`src/rtl/riscv_pkg.sv`:
```
// Shared RV32I constants: opcodes, immediate formats and the opcode-to-format map
// used by the decode stage.
package riscv_pkg;
   localparam int XLEN = 32;
   localparam int RA_W = 5;

   localparam logic [6:0] OP_R      = 7'b0110011;
   localparam logic [6:0] OP_I      = 7'b0010011;
   localparam logic [6:0] OP_LOAD   = 7'b0000011;
   localparam logic [6:0] OP_STORE  = 7'b0100011;
   localparam logic [6:0] OP_BRANCH = 7'b1100011;
   localparam logic [6:0] OP_JAL    = 7'b1101111;
   localparam logic [6:0] OP_JALR   = 7'b1100111;
   localparam logic [6:0] OP_LUI    = 7'b0110111;
   localparam logic [6:0] OP_AUIPC  = 7'b0010111;

   typedef enum logic [2:0] {
      IMM_NONE,
      IMM_I,
      IMM_S,
      IMM_B,
      IMM_U,
      IMM_J
   } imm_type_e;

   function automatic imm_type_e imm_type_of(input logic [6:0] opcode);
      case (opcode)
         OP_I, OP_LOAD, OP_JALR: return IMM_I;
         OP_STORE:               return IMM_S;
         OP_BRANCH:              return IMM_B;
         OP_LUI, OP_AUIPC:       return IMM_U;
         OP_JAL:                 return IMM_J;
         default:                return IMM_NONE;
      endcase
   endfunction
endpackage

```
`src/rtl/id_ex_stage_if.sv`:
```
// IF/ID, register-file, writeback and ID/EX signals of the decode stage.
// master = surrounding pipeline, slave = id_ex_stage.
interface id_ex_stage_if #(
   parameter int XLEN = riscv_pkg::XLEN,
   parameter int RA_W = riscv_pkg::RA_W
);
   logic            if_valid;
   logic [XLEN-1:0] if_instr;
   logic [XLEN-1:0] if_pc;
   logic            id_stall;
   logic [RA_W-1:0] rf_a1;
   logic [RA_W-1:0] rf_a2;
   logic [XLEN-1:0] rf_rd1;
   logic [XLEN-1:0] rf_rd2;
   logic            wb_we;
   logic [RA_W-1:0] wb_rd;
   logic [XLEN-1:0] wb_data;
   logic            ex_ready;
   logic            ex_flush;
   logic            ex_valid;
   logic [XLEN-1:0] ex_pc;
   logic [XLEN-1:0] ex_rs1_data;
   logic [XLEN-1:0] ex_rs2_data;
   logic [XLEN-1:0] ex_imm;
   logic [RA_W-1:0] ex_rs1;
   logic [RA_W-1:0] ex_rs2;
   logic [RA_W-1:0] ex_rd;
   logic [6:0]      ex_opcode;
   logic [2:0]      ex_funct3;
   logic            ex_funct7b5;
   logic            ex_mem_read;
   logic            ex_mem_write;
   logic            ex_reg_write;

   modport master (
      output if_valid, if_instr, if_pc, rf_rd1, rf_rd2, wb_we, wb_rd, wb_data,
             ex_ready, ex_flush,
      input  id_stall, rf_a1, rf_a2, ex_valid, ex_pc, ex_rs1_data, ex_rs2_data,
             ex_imm, ex_rs1, ex_rs2, ex_rd, ex_opcode, ex_funct3, ex_funct7b5,
             ex_mem_read, ex_mem_write, ex_reg_write
   );

   modport slave (
      input  if_valid, if_instr, if_pc, rf_rd1, rf_rd2, wb_we, wb_rd, wb_data,
             ex_ready, ex_flush,
      output id_stall, rf_a1, rf_a2, ex_valid, ex_pc, ex_rs1_data, ex_rs2_data,
             ex_imm, ex_rs1, ex_rs2, ex_rd, ex_opcode, ex_funct3, ex_funct7b5,
             ex_mem_read, ex_mem_write, ex_reg_write
   );
endinterface

```
`src/rtl/id_ex_stage_imm_gen.sv`:
```
// Combinational RV32I immediate generator; R-type and unknown opcodes yield 0.
module imm_gen
   import riscv_pkg::*;
#(
   parameter int XLEN = riscv_pkg::XLEN
) (
   input  logic [XLEN-1:0] instr,
   output logic [XLEN-1:0] imm
);
   logic [31:0] imm32;

   always_comb begin
      imm32 = '0;
      case (imm_type_of(instr[6:0]))
         IMM_I:   imm32 = {{20{instr[31]}}, instr[31:20]};
         IMM_S:   imm32 = {{20{instr[31]}}, instr[31:25], instr[11:7]};
         IMM_B:   imm32 = {{19{instr[31]}}, instr[31], instr[7], instr[30:25], instr[11:8], 1'b0};
         IMM_U:   imm32 = {instr[31:12], 12'b0};
         IMM_J:   imm32 = {{11{instr[31]}}, instr[31], instr[19:12], instr[20], instr[30:21], 1'b0};
         default: imm32 = '0;
      endcase
   end

   assign imm = {{(XLEN-31){imm32[31]}}, imm32[30:0]};
endmodule

```
`src/rtl/id_ex_stage.sv`:
```
// RV32I decode stage and ID/EX register. ID_WB_BYPASS_EN selects same-cycle
// writeback forwarding; without it a WB/read collision costs one bubble instead.
module id_ex_stage #(
   parameter int XLEN = riscv_pkg::XLEN,
   parameter int RA_W = riscv_pkg::RA_W
) (
   input logic         clk,
   input logic         rst,
   id_ex_stage_if.slave bus
);
   import riscv_pkg::*;

   logic [6:0]      opcode;
   logic [RA_W-1:0] rd;
   logic [XLEN-1:0] imm;
   logic            is_u_or_j;
   logic            reg_write;
   logic            mem_read;
   logic            mem_write;
   logic            haz;
   logic            load_en;

   logic [RA_W-1:0] src_idx  [2];
   logic [XLEN-1:0] rf_rd    [2];
   logic [XLEN-1:0] src_data [2];
   logic            uses     [2];
   logic            load_hit [2];
   logic            wb_hit   [2];

   logic            ex_valid_reg;
   logic [XLEN-1:0] ex_pc_reg;
   logic [XLEN-1:0] ex_rs1_data_reg;
   logic [XLEN-1:0] ex_rs2_data_reg;
   logic [XLEN-1:0] ex_imm_reg;
   logic [RA_W-1:0] ex_rs1_reg;
   logic [RA_W-1:0] ex_rs2_reg;
   logic [RA_W-1:0] ex_rd_reg;
   logic [6:0]      ex_opcode_reg;
   logic [2:0]      ex_funct3_reg;
   logic            ex_funct7b5_reg;
   logic            ex_mem_read_reg;
   logic            ex_mem_write_reg;
   logic            ex_reg_write_reg;

   imm_gen #(.XLEN(XLEN)) u_imm_gen (
      .instr (bus.if_instr),
      .imm   (imm)
   );

   assign opcode     = bus.if_instr[6:0];
   assign rd         = bus.if_instr[11:7];
   assign src_idx[0] = bus.if_instr[19:15];
   assign src_idx[1] = bus.if_instr[24:20];
   assign rf_rd[0]   = bus.rf_rd1;
   assign rf_rd[1]   = bus.rf_rd2;
   assign bus.rf_a1  = src_idx[0];
   assign bus.rf_a2  = src_idx[1];

   assign is_u_or_j = (opcode == OP_LUI) || (opcode == OP_AUIPC) || (opcode == OP_JAL);
   assign uses[0]   = !is_u_or_j;
   assign uses[1]   = (opcode == OP_R) || (opcode == OP_STORE) || (opcode == OP_BRANCH);
   assign mem_read  = (opcode == OP_LOAD);
   assign mem_write = (opcode == OP_STORE);
   assign reg_write = (rd != '0) &&
                      ((opcode == OP_R) || (opcode == OP_I) || (opcode == OP_LOAD) ||
                       (opcode == OP_JALR) || is_u_or_j);

   // Per-source operand selection and hazard matching.
   for (genvar gi = 0; gi < 2; gi++) begin : g_src
`ifdef ID_WB_BYPASS_EN
      assign src_data[gi] = (src_idx[gi] == '0) ? '0 :
                            (bus.wb_we && (bus.wb_rd == src_idx[gi])) ? bus.wb_data :
                            rf_rd[gi];
      assign wb_hit[gi]   = 1'b0;
`else
      assign src_data[gi] = (src_idx[gi] == '0) ? '0 : rf_rd[gi];
      // The register file returns the old value while it is being written.
      assign wb_hit[gi]   = uses[gi] && bus.wb_we && (bus.wb_rd != '0) &&
                            (bus.wb_rd == src_idx[gi]);
`endif
      assign load_hit[gi] = uses[gi] && (ex_rd_reg == src_idx[gi]);
   end

`ifndef ID_WB_BYPASS_EN
   logic unused_wb_data;
   assign unused_wb_data = ^bus.wb_data;
`endif

   assign haz = bus.if_valid &&
                ((ex_valid_reg && ex_mem_read_reg && (ex_rd_reg != '0) &&
                  (load_hit[0] || load_hit[1])) ||
                 wb_hit[0] || wb_hit[1]);

   assign load_en      = !bus.ex_flush && !haz;
   assign bus.id_stall = !rst && (!bus.ex_ready || (haz && !bus.ex_flush));

   always_ff @(posedge clk) begin
      if (rst) begin
         ex_valid_reg     <= 1'b0;
         ex_pc_reg        <= '0;
         ex_rs1_data_reg  <= '0;
         ex_rs2_data_reg  <= '0;
         ex_imm_reg       <= '0;
         ex_rs1_reg       <= '0;
         ex_rs2_reg       <= '0;
         ex_rd_reg        <= '0;
         ex_opcode_reg    <= '0;
         ex_funct3_reg    <= '0;
         ex_funct7b5_reg  <= 1'b0;
         ex_mem_read_reg  <= 1'b0;
         ex_mem_write_reg <= 1'b0;
         ex_reg_write_reg <= 1'b0;
      end else if (bus.ex_ready) begin
         // Data fields load unconditionally; a bubble is defined by valid and controls.
         ex_pc_reg        <= bus.if_pc;
         ex_rs1_data_reg  <= src_data[0];
         ex_rs2_data_reg  <= src_data[1];
         ex_imm_reg       <= imm;
         ex_rs1_reg       <= src_idx[0];
         ex_rs2_reg       <= src_idx[1];
         ex_rd_reg        <= rd;
         ex_opcode_reg    <= opcode;
         ex_funct3_reg    <= bus.if_instr[14:12];
         ex_funct7b5_reg  <= bus.if_instr[30];
         ex_valid_reg     <= load_en && bus.if_valid;
         ex_mem_read_reg  <= load_en && bus.if_valid && mem_read;
         ex_mem_write_reg <= load_en && bus.if_valid && mem_write;
         ex_reg_write_reg <= load_en && bus.if_valid && reg_write;
      end
   end

   assign bus.ex_valid     = ex_valid_reg;
   assign bus.ex_pc        = ex_pc_reg;
   assign bus.ex_rs1_data  = ex_rs1_data_reg;
   assign bus.ex_rs2_data  = ex_rs2_data_reg;
   assign bus.ex_imm       = ex_imm_reg;
   assign bus.ex_rs1       = ex_rs1_reg;
   assign bus.ex_rs2       = ex_rs2_reg;
   assign bus.ex_rd        = ex_rd_reg;
   assign bus.ex_opcode    = ex_opcode_reg;
   assign bus.ex_funct3    = ex_funct3_reg;
   assign bus.ex_funct7b5  = ex_funct7b5_reg;
   assign bus.ex_mem_read  = ex_mem_read_reg;
   assign bus.ex_mem_write = ex_mem_write_reg;
   assign bus.ex_reg_write = ex_reg_write_reg;
endmodule

```
`src/flat_wrapper.sv`:
```
// flat-port wrapper written by rule: the top's interface ports become plain ports
module id_ex_stage_flat import riscv_pkg::*;
#(
   parameter int XLEN = riscv_pkg::XLEN,
   parameter int RA_W = riscv_pkg::RA_W
)
  (clk, rst, bus_if_valid, bus_if_instr, bus_if_pc, bus_rf_rd1, bus_rf_rd2, bus_wb_we, bus_wb_rd, bus_wb_data, bus_ex_ready, bus_ex_flush, bus_id_stall, bus_rf_a1, bus_rf_a2, bus_ex_valid, bus_ex_pc, bus_ex_rs1_data, bus_ex_rs2_data, bus_ex_imm, bus_ex_rs1, bus_ex_rs2, bus_ex_rd, bus_ex_opcode, bus_ex_funct3, bus_ex_funct7b5, bus_ex_mem_read, bus_ex_mem_write, bus_ex_reg_write);
  id_ex_stage_if #(.XLEN(XLEN), .RA_W(RA_W)) bus_i ();
  input logic clk;
  input logic rst;
  input wire logic [$bits(bus_i.if_valid)-1:0] bus_if_valid;
  input wire logic [$bits(bus_i.if_instr)-1:0] bus_if_instr;
  input wire logic [$bits(bus_i.if_pc)-1:0] bus_if_pc;
  input wire logic [$bits(bus_i.rf_rd1)-1:0] bus_rf_rd1;
  input wire logic [$bits(bus_i.rf_rd2)-1:0] bus_rf_rd2;
  input wire logic [$bits(bus_i.wb_we)-1:0] bus_wb_we;
  input wire logic [$bits(bus_i.wb_rd)-1:0] bus_wb_rd;
  input wire logic [$bits(bus_i.wb_data)-1:0] bus_wb_data;
  input wire logic [$bits(bus_i.ex_ready)-1:0] bus_ex_ready;
  input wire logic [$bits(bus_i.ex_flush)-1:0] bus_ex_flush;
  output wire logic [$bits(bus_i.id_stall)-1:0] bus_id_stall;
  output wire logic [$bits(bus_i.rf_a1)-1:0] bus_rf_a1;
  output wire logic [$bits(bus_i.rf_a2)-1:0] bus_rf_a2;
  output wire logic [$bits(bus_i.ex_valid)-1:0] bus_ex_valid;
  output wire logic [$bits(bus_i.ex_pc)-1:0] bus_ex_pc;
  output wire logic [$bits(bus_i.ex_rs1_data)-1:0] bus_ex_rs1_data;
  output wire logic [$bits(bus_i.ex_rs2_data)-1:0] bus_ex_rs2_data;
  output wire logic [$bits(bus_i.ex_imm)-1:0] bus_ex_imm;
  output wire logic [$bits(bus_i.ex_rs1)-1:0] bus_ex_rs1;
  output wire logic [$bits(bus_i.ex_rs2)-1:0] bus_ex_rs2;
  output wire logic [$bits(bus_i.ex_rd)-1:0] bus_ex_rd;
  output wire logic [$bits(bus_i.ex_opcode)-1:0] bus_ex_opcode;
  output wire logic [$bits(bus_i.ex_funct3)-1:0] bus_ex_funct3;
  output wire logic [$bits(bus_i.ex_funct7b5)-1:0] bus_ex_funct7b5;
  output wire logic [$bits(bus_i.ex_mem_read)-1:0] bus_ex_mem_read;
  output wire logic [$bits(bus_i.ex_mem_write)-1:0] bus_ex_mem_write;
  output wire logic [$bits(bus_i.ex_reg_write)-1:0] bus_ex_reg_write;
  assign bus_i.if_valid = bus_if_valid;
  assign bus_i.if_instr = bus_if_instr;
  assign bus_i.if_pc = bus_if_pc;
  assign bus_i.rf_rd1 = bus_rf_rd1;
  assign bus_i.rf_rd2 = bus_rf_rd2;
  assign bus_i.wb_we = bus_wb_we;
  assign bus_i.wb_rd = bus_wb_rd;
  assign bus_i.wb_data = bus_wb_data;
  assign bus_i.ex_ready = bus_ex_ready;
  assign bus_i.ex_flush = bus_ex_flush;
  assign bus_id_stall = bus_i.id_stall;
  assign bus_rf_a1 = bus_i.rf_a1;
  assign bus_rf_a2 = bus_i.rf_a2;
  assign bus_ex_valid = bus_i.ex_valid;
  assign bus_ex_pc = bus_i.ex_pc;
  assign bus_ex_rs1_data = bus_i.ex_rs1_data;
  assign bus_ex_rs2_data = bus_i.ex_rs2_data;
  assign bus_ex_imm = bus_i.ex_imm;
  assign bus_ex_rs1 = bus_i.ex_rs1;
  assign bus_ex_rs2 = bus_i.ex_rs2;
  assign bus_ex_rd = bus_i.ex_rd;
  assign bus_ex_opcode = bus_i.ex_opcode;
  assign bus_ex_funct3 = bus_i.ex_funct3;
  assign bus_ex_funct7b5 = bus_i.ex_funct7b5;
  assign bus_ex_mem_read = bus_i.ex_mem_read;
  assign bus_ex_mem_write = bus_i.ex_mem_write;
  assign bus_ex_reg_write = bus_i.ex_reg_write;
  id_ex_stage #(.XLEN(XLEN), .RA_W(RA_W)) u_core (.clk(clk), .rst(rst), .bus(bus_i));
endmodule
```
`config.mk`:
```
export PLATFORM = sky130hd
export DESIGN_NAME = id_ex_stage_flat
export DESIGN_NICKNAME = d
export VERILOG_FILES = /design/src/rtl/riscv_pkg.sv /design/src/rtl/id_ex_stage_if.sv /design/src/rtl/id_ex_stage_imm_gen.sv /design/src/rtl/id_ex_stage.sv /design/src/flat_wrapper.sv
export SDC_FILE = /design/constraint.sdc
export NUM_CORES = 1
export LEC_CHECK = 0
export ABC_AREA = 0
export BUFFER_PORTS_ARGS = -buffer_cell sky130_fd_sc_hd__buf_4
export CAP_MARGIN = 15
export CORE_MARGIN = 3
export CORE_UTILIZATION = 23
export CTS_CLUSTER_DIAMETER = 30
export CTS_CLUSTER_SIZE = 20
export DETAILED_ROUTE_END_ITERATION = 8
export SLEW_MARGIN = 20
export SYNTH_ARGS = -nofsm -noshare
export SYNTH_HDL_FRONTEND = slang
export SYNTH_SLANG_ARGS = --single-unit
export TNS_END_PERCENT = 20
```
`constraint.sdc`:
```
create_clock -name clk -period 3 [get_ports clk]
set_input_delay 0.6 -clock clk [delete_from_list [all_inputs] [get_ports clk]]
set_output_delay 0.6 -clock clk [all_outputs]
set_load 0.05 [all_outputs]
```
# Word-level counts from Yosys, hierarchy flattened
# Cells that the tools add are included.
[totals] reg_bits=158 latchBits=0 ram_bits=0 rom_bits=0 in_bits=171 n_memories=0
[classes] add_sub_neg=0 mul=0 div_mod_pow=0 order_cmp=0 n_eq_ne=18 n_shift=0 mux=4 bitwise_logic=0 n_reduce_logical=44
[ops] operator="case mux 32 bit (5 select lines)" n=1
[ops] operator="two-way mux 32 bit" n=2
[ops] operator="equality test 7 x 6 -> 1 bit (second input constant)" n=3
[ops] operator="equality test 7 bit (second input constant)" n=3
[ops] operator="equality test 5 bit" n=4
[ops] operator="logical AND 1 bit" n=20
[ops] operator="case mux 3 bit (5 select lines)" n=1
[ops] operator="nonzero test 5 bit" n=3
[ops] operator="equality test 7 x 5 -> 1 bit (second input constant)" n=2
[ops] operator="logical OR 1 bit" n=12
[ops] operator="zero test 5 bit" n=2
[ops] operator="equality test 7 x 2 -> 1 bit (second input constant)" n=1
[ops] operator="equality test 3 x 2 -> 1 bit (second input constant)" n=2
[ops] operator="equality test 3 bit (second input constant)" n=2
[ops] operator="zero test 1 bit" n=5
[ops] operator="equality test 3 x 1 -> 1 bit (second input constant)" n=1
[ops] operator="OR reduction 3 bit" n=1
[ops] operator="OR reduction 2 bit" n=1

# Logic depth before layout (Yosys ltp)
# Gate-level depths: netlist of run 1.
[logic_depth] depth_word=14 ltp_mapped=8

# Hierarchy
# Synthesis of run 1 repeated with hierarchy kept, for this count alone.
[unflattened] hier_cells=731 area_unflattened_um2=6601.3
[by_module_without_submodules] module="id_ex_stage" instances=1 cells_each=655 area_each_um2=6110.9 seq_area_each_um2=3163.0
[by_module_without_submodules] module="imm_gen" instances=1 cells_each=76 area_each_um2=490.5 seq_area_each_um2=0.0

# Worst setup path after synthesis of run 1
# No wires, ideal clock.
[synth_path] kind="input port to output port" from="in bus_if_instr[2]" to="out bus_id_stall" t_arrival_ns=2.308 setup_slack_ns=0.092 stages=6 path_cell_list="clkbuf_1 > nor3_1 > nand3_1 > nor4_1 > nor3_2 > o22ai_1"
[synth_via] elab_chain_len=13 word_cells_on_any_way=27
[synth_lines] element="start, declared" line="flat_wrapper.sv:12" text="input wire logic [$bits(bus_i.if_instr)-1:0] bus_if_instr;"
[synth_lines] element="equality test 7 x 6 -> 1 bit or equality test 7 x 5 -> 1 bit (tied branches)" line="id_ex_stage.sv:59" text="assign is_u_or_j = (opcode == OP_LUI) || (opcode == OP_AUIPC) || (opcode == OP_JAL);"
[synth_lines] element="logical OR 1 bit (2 in a row)" line="id_ex_stage.sv:59"
[synth_lines] element="zero test 1 bit" line="id_ex_stage.sv:60" text="assign uses[0] = !is_u_or_j;"
[synth_lines] element="logical AND 1 bit (on tied branches)" line="id_ex_stage.sv:81, id_ex_stage.sv:78"
[synth_lines] element="logical OR 1 bit or logical AND 1 bit (tied branches)" line="id_ex_stage.sv:91, id_ex_stage.sv:78"
[synth_lines] element="logical AND 1 bit (on tied branches)" line="id_ex_stage.sv:90, id_ex_stage.sv:78"
[synth_lines] element="logical OR 1 bit" line="id_ex_stage.sv:91" text="(load_hit[0] || load_hit[1])) ||"
[synth_lines] element="logical OR 1 bit *" line="id_ex_stage.sv:92" text="wb_hit[0] || wb_hit[1]);"
[synth_lines] element="logical AND 1 bit *" line="id_ex_stage.sv:89" text="assign haz = bus.if_valid &&"
[synth_lines] element="logical AND 1 bit *" line="id_ex_stage.sv:95" text="assign bus.id_stall = !rst && (!bus.ex_ready || (haz && !bus.ex_flush));"
[synth_lines] element="logical OR 1 bit *" line="id_ex_stage.sv:95"
[synth_lines] element="logical AND 1 bit *" line="id_ex_stage.sv:95"
[synth_lines] element="end, declared" line="flat_wrapper.sv:21" text="output wire logic [$bits(bus_i.id_stall)-1:0] bus_id_stall;"
# Every way passes the cells marked *; elsewhere a longest branch is shown, timed or not.

# Final worst setup path of run 1
[layout_path] from="in bus_wb_rd[1]" to="out bus_id_stall"
[layout_via] elab_chain_len=9 word_cells_on_any_way=13
[layout_lines] element="start, declared" line="flat_wrapper.sv:17" text="input wire logic [$bits(bus_i.wb_rd)-1:0] bus_wb_rd;"
[layout_lines] element="nonzero test 5 bit" line="id_ex_stage.sv:78" text="assign wb_hit[gi] = uses[gi] && bus.wb_we && (bus.wb_rd != '0) &&"
[layout_lines] element="logical AND 1 bit (2 in a row)" line="id_ex_stage.sv:78"
[layout_lines] element="logical OR 1 bit" line="id_ex_stage.sv:91"
[layout_lines] element="logical OR 1 bit *" line="id_ex_stage.sv:92"
[layout_lines] element="logical AND 1 bit *" line="id_ex_stage.sv:89"
[layout_lines] element="logical AND 1 bit *" line="id_ex_stage.sv:95"
[layout_lines] element="logical OR 1 bit *" line="id_ex_stage.sv:95"
[layout_lines] element="logical AND 1 bit *" line="id_ex_stage.sv:95"
# Marked as above.

==> impl_metrics.yaml, run 1 <==
synthesis:
  avgSynthCellArea_sq_um: 8.98
  synth_ff_type: "dfxtp_1"
  synth_area_leader_cell: "dfxtp_1"
  yosysWarnings: 0
  synth-seq-cells: 158
  synth_edf_count: 0
  synth_cell_types: 45
  syn-cell-area_sq_um: 6270
  synth_seq_area_share_pct: 50.5
  synth_area_leaders: "dfxtp_1 (50%), mux2i_1 (9.3%), nor2_1 (7.6%)"
  syn_inst: 698
  yosysTopAreaCellShare_pct: 50.5
  synthArstFlopShare_pct: 0
  syn-num-nets: 869
cts:
  root_buffer: "clkbuf_16"
  clk_latency_ns: 0.41
  htree_levels: 4
  cts_buffers: 17
  cts.sinks: 158
  cts_tree: "built"
  path_clk_slew_ns: 0.07
  clockBufferDepth: 2
  cts_hold_buf: 0
cells_and_area:
  layout_common_cells: "buf_4 (324), dfxtp_1 (156), nor2_1 (126), a21oi_1 (85), nor2b_1 (66)"
  nFillCells: 2713
  ff_latch_area_sq_um: 3170
  fin_nets: 1155
  final_common_cell: "buf_4"
  drive_above_1_share_pct: 37.0
  diodes: 0
  synthToLayoutAreaGrowth_pct: 52.2
  multi_input_area_sq_um: 2840
die:
  core-area_sq_um: 26400
  die_area_sq_um: 29300
  initial_utilization_pct: 23.7
  rows: 59
  chipHeight_microns: 171
  io_pins: 340
  fp.dieW_microns: 171
status:
  status: "complete, no violations"
worst_hold_path:
  hp-start: "bus_rf_rd1[17]"
  hold_class: "in2reg"
setup_path:
  slowest_delay_ns: 0.52
  critPathLaunch: "bus_wb_rd[1]"
  critPathBufInv: 4
  crit_fanout: 2
  critPathTopFamily: "simple AND/OR/NAND/NOR gates"
  path_class: "in2out"
  critPathSlowestCell: "or4_1"
  reg2reg_from: "u_core.bus.ex_rd[3]"
  crit_arrival_ns: 2.29
  cp_cell_sequence: "buf_4 > or4_1 > o21ai_1 > buf_4 > nor4_1 > nor3_2 > buf_4 > o22ai_1 > buf_4"
  cpMostUsedCell: "buf_4"
  cp-end-kind: "output port"
  cp.required_ns: 2.40
  cp-start-kind: "input pin"
detailed_routing:
  drtIter0Drc: 399
  vias: 5888
  antenna_left: 0
  postRouteWirelength_mm: 21.9
  wl_per_cell_microns: 16.4
  dr.pass1.iters: 4
  drc: 0
  detail_route.vias_per_cell: 4.42
power_and_ir_drop:
  leakage_nw: 4.33
  power_density_nw_per_um2: 596
  peakVddDrop_v: 0.000275
grt:
  grt-ovfl-total: 0
  grt_max_degree: 70
  grt_pass1_vias: 5788
  antenna_found_initial: 0
  grt_pass1_wl_mm: 32.9
  track_usage_pct: 14.4
timing:
  max-slew-margin-rel_pct: 48.4
  finClkSkew_ns: 0.00482
  hold_viol_final: 0
  fin_tns_setup_ns: 0
  clock.fmax_ghz: 0.346
  hold_ws_ns: 0.404
  slew_violations: 0
  min_period_ns: 2.89
  rsz0062_at_grt: "false"
  setup_violations: 0
  finalCritPeriodShare_pct: 96.4
  worst-slew-pin-transition_ns: 0.774
place:
  gp_congestion: 0.809
  dp_hpwl_mm: 15.9
  port-buffer-count: 307
run:
  maxCapViolations: 0
[path summary, 6_finish.rpt]
kind              slack [ns]                          to  depth (start not counted)
setup reg to reg        1.12     u_core.bus.ex_reg_write                          8
hold reg to reg         0.45       u_core.bus.ex_imm[27]                          2
setup / recovery        0.11                bus_id_stall                          9
hold / removal          0.40  u_core.bus.ex_rs1_data[17]                          3
[cell type report]
class	count	share of cell area, %
Tap cell	335	4.40
Clock inverter	14	2.14
Timing Repair Buffer	326	25.8
Multi-Input combinational cell	480	29.8
Inverter	1	0.0394
Sequential cell	158	33.2
Clock buffer	18	4.61
[report_power, final]
part,switching [mW],total (mW),internal [mW]
logic,0.660,1.04,0.384
clock network,0.962,2.40,1.44
registers,0.0512,2.24,2.19
[per-layer routing]
| metal | GRT usage, % | vias up | wire (microns) |
|---|---|---|---|
| met1 | 18.1 | 2734 | 9280 |
| met3 | 4.46 | 10 | 1720 |
| li1 | - | 2915 | - |
| met2 | 24.2 | 229 | 10700 |
| met5 | 0 | - | 0 |
| met4 | 3.18 | 0 | 184 |
[repair_timing]
action,4_1_cts,5_1_grt
endpoints found under the hold margin,0,0
setup buffers,0,0
setup endpoints to repair,1,1
pin swaps,0,4
gates resized for setup,1,3
gates cloned,0,0
[cell families after synthesis]
family / Yosys count / share of synthesized area, %
mux: 58 / 9.26
xor+xnor: 20 / 2.79
buf+inv: 60 / 4.37
compound gates: 138 / 12.7
flops: 158 / 50.5
simple gates: 264 / 20.4
[synth_stat cells (3+ instances only)]
cell type  instances
o21ai_0            9
o21a_1             3
xnor2_1           16
a22o_1             3
o21ai_1           16
clkbuf_1          37
buf_4             10
nor2b_1           66
or4_1              4
dfxtp_1          158
nand3_1           12
nor2_1           127
a22oi_1            4
buf_1              3
nor4_1             4
nand2b_1           6
nand2_1           28
xor2_1             4
a21oi_1           85
buf_2              9
a221o_1            8
mux2i_1           58
[through the flow]
step | total power [mW] | cells | cell area [sq um] | util (%) | worst slack, ns
after floorplan | 2.92 | 698 | 6270 | - | 0.0922
after detailed placement | 3.34 | 1300 | 8880 | 33.6 | 0.0700
final | 5.69 | 1332 | 9540 | 36.1 | 0.107
after global routing | 5.93 | 1332 | 9540 | 36.1 | 0.0350
after CTS | 5.77 | 1332 | 9530 | 36.0 | 0.00919
after global placement | 3.34 | 1300 | 8880 | 33.6 | 0.0464
[worst register-to-register path: cells and delay by family, from the launching register on]
kind	cells	cell delay, ns
simple gates	3	0.66
flops	1	0.36
compound gates	3	0.52
buf+inv	2	0.28
No activity file was read; power rests on OpenSTA's default activity.
==> inputs of run 2 (changes only) <==
--- a/config.mk
+++ b/config.mk
@@ -8,7 +8,6 @@
 export ABC_AREA = 0
 export BUFFER_PORTS_ARGS = -buffer_cell sky130_fd_sc_hd__buf_4
 export CAP_MARGIN = 15
-export CORE_MARGIN = 3
 export CORE_UTILIZATION = 23
 export CTS_CLUSTER_DIAMETER = 30
 export CTS_CLUSTER_SIZE = 20
==> run 2 against run 1 <==
Net effect:
- utilization is 0.90 points lower
- non-clock buffer count is 9 lower
- first-iteration DRC count is 12% lower
- largest power group unchanged
- highest routed layer unchanged
==> impl_metrics.yaml, run 2 (synthesis results as in run 1) <==
die:
  fp.dieW_microns: 167
  die_area_sq_um: 27900
  io_pins: 340
  rows: 60
  chipHeight_microns: 167
  initial_utilization_pct: 23.3
  core-area_sq_um: 26900
cts:
  cts_tree: "built"
  clockBufferDepth: 2
  path_clk_slew_ns: 0.07
  cts_buffers: 17
  cts.sinks: 158
  cts_hold_buf: 0
  root_buffer: "clkbuf_16"
  clk_latency_ns: 0.41
  htree_levels: 4
  post-cts-setup-buffers: 0
power_and_ir_drop:
  leakage_nw: 4.27
  power_density_nw_per_um2: 590
  peakVddDrop_v: 0.000387
  total_power_mw: 5.58
detailed_routing:
  detail_route.vias_per_cell: 4.40
  wl_per_cell_microns: 16.0
  antenna_left: 0
  postRouteWirelength_mm: 21.2
  drc: 0
  drtIter0Drc: 353
  dr.pass1.iters: 4
  vias: 5847
status:
  status: "complete, no violations"
grt:
  track_usage_pct: 15.0
  grt_pass1_wl_mm: 32.7
  grt-ovfl-total: 0
  grt_pass1_vias: 5747
  grt_max_degree: 107
  antenna_found_initial: 0
timing:
  slew_violations: 0
  fin_tns_setup_ns: 0
  min_period_ns: 2.85
  hold_ws_ns: 0.405
  max-slew-margin-rel_pct: 54.2
  clock.fmax_ghz: 0.351
  setup_violations: 0
  rsz0062_at_grt: "false"
  worst-slew-pin-transition_ns: 0.678
  finalCritPeriodShare_pct: 95.0
  finClkSkew_ns: 0.00425
  hold_viol_final: 0
cells_and_area:
  nFillCells: 2815
  layout_common_cells: "buf_4 (314), dfxtp_1 (157), nor2_1 (126), a21oi_1 (85), nor2b_1 (66)"
  drive_above_1_share_pct: 36.1
  final_common_cell: "buf_4"
  final_util_pct: 35.2
  fin_nets: 1146
  multi_input_area_sq_um: 2840
  synthToLayoutAreaGrowth_pct: 50.9
  diodes: 0
  ff_latch_area_sq_um: 3160
setup_path:
  cp_cell_sequence: "or4_4 > o211ai_2 > nor4_1 > o21a_1 > nor3_4 > o22ai_1 > buf_4"
  cp-start-kind: "register"
  critPathTopFamily: "simple AND/OR/NAND/NOR gates"
  cp-end-kind: "output port"
  crit_fanout: 5
  slowest_delay_ns: 0.53
  path_class: "reg2out"
  critPathSlowestCell: "or4_4"
  critPathBufInv: 1
  crit_arrival_ns: 2.25
  cp.required_ns: 2.40
worst_hold_path:
  hold_class: "in2reg"
place:
  port-buffer-count: 307
  dp_hpwl_mm: 14.8
  gp_congestion: 0.751
run:
  maxCapViolations: 0
[run 2: changes by cell type in the layout (fill, tap and decap cells not counted), sizes merged]
cell	change
bufinv	-1
buf	-9
clkinvlp	+1
inv	-2
clkinv	+2
[run 2: cell type report]
class / count / area share, %
clock buffer: 18 / 4.54
clock inverter: 14 / 1.96
inverter: 1 / 0.0397
multi-input combinational: 480 / 30.0
sequential: 158 / 33.5
tap: 341 / 4.51
timing repair buffer: 317 / 25.5
[run 2: metrics by stage]
| stage | cell area (sq um) | std cells | setup slack, ns |
|---|---|---|---|
| finish | 9460 | 1329 | 0.151 |
| global route | 9460 | 1329 | 0.0420 |
| CTS | 9450 | 1329 | 0.0620 |
| detailed placement | 8830 | 1297 | 0.139 |
| global placement | 8830 | 1297 | 0.135 |
| floorplan | 6270 | 698 | 0.0922 |
[run 2: worst paths after layout]
| path | cells past startpoint | to | startpoint | slack, ns |
|---|---|---|---|---|
| min reg2reg | 2 | u_core.bus.ex_imm[25] | u_core.bus.ex_imm[25] | 0.46 |
| max | 7 | bus_id_stall | u_core.bus.ex_rd[2] | 0.15 |
| min | 3 | u_core.bus.ex_rs1_data[19] | bus_rf_rd1[19] | 0.41 |
| max reg2reg | 7 | u_core.bus.ex_reg_write | u_core.bus.ex_rd[2] | 1.12 |
[run 2: what timing repair did]
action,4_1_cts,5_1_grt
pin swaps,1,0
cloned,0,0
setup endpoints to repair,1,1
hold endpoints to repair,0,0
gates resized for setup,0,2
[run 2: per-layer routing]
| metal | vias up | share of wire, % | wire (microns) | global-route usage (%) |
|---|---|---|---|---|
| met2 | 215 | 48 | 10200 | 25.3 |
| met3 | 16 | 7.7 | 1640 | 5.39 |
| li1 | 2897 | - | - | - |
| met4 | 0 | 1.5 | 308 | 3.99 |
| met1 | 2719 | 43 | 9090 | 17.9 |
| met5 | - | 0 | 0 | 0 |
[run 2: worst min-delay path, delay by kind of cell]
family | cells | cell delay [ns]
buf+inv | 1 | 0.08
compound gates | 1 | 0.05
simple gates | 1 | 0.07
[run 2: power by group]
group,leakage [nW],total [mW],internal (mW),switching (mW)
clock network,0.295,2.30,1.33,0.969
registers,1.30,2.25,2.19,0.0525
logic,2.68,1.03,0.378,0.653
total,4.27,5.58,3.90,1.67
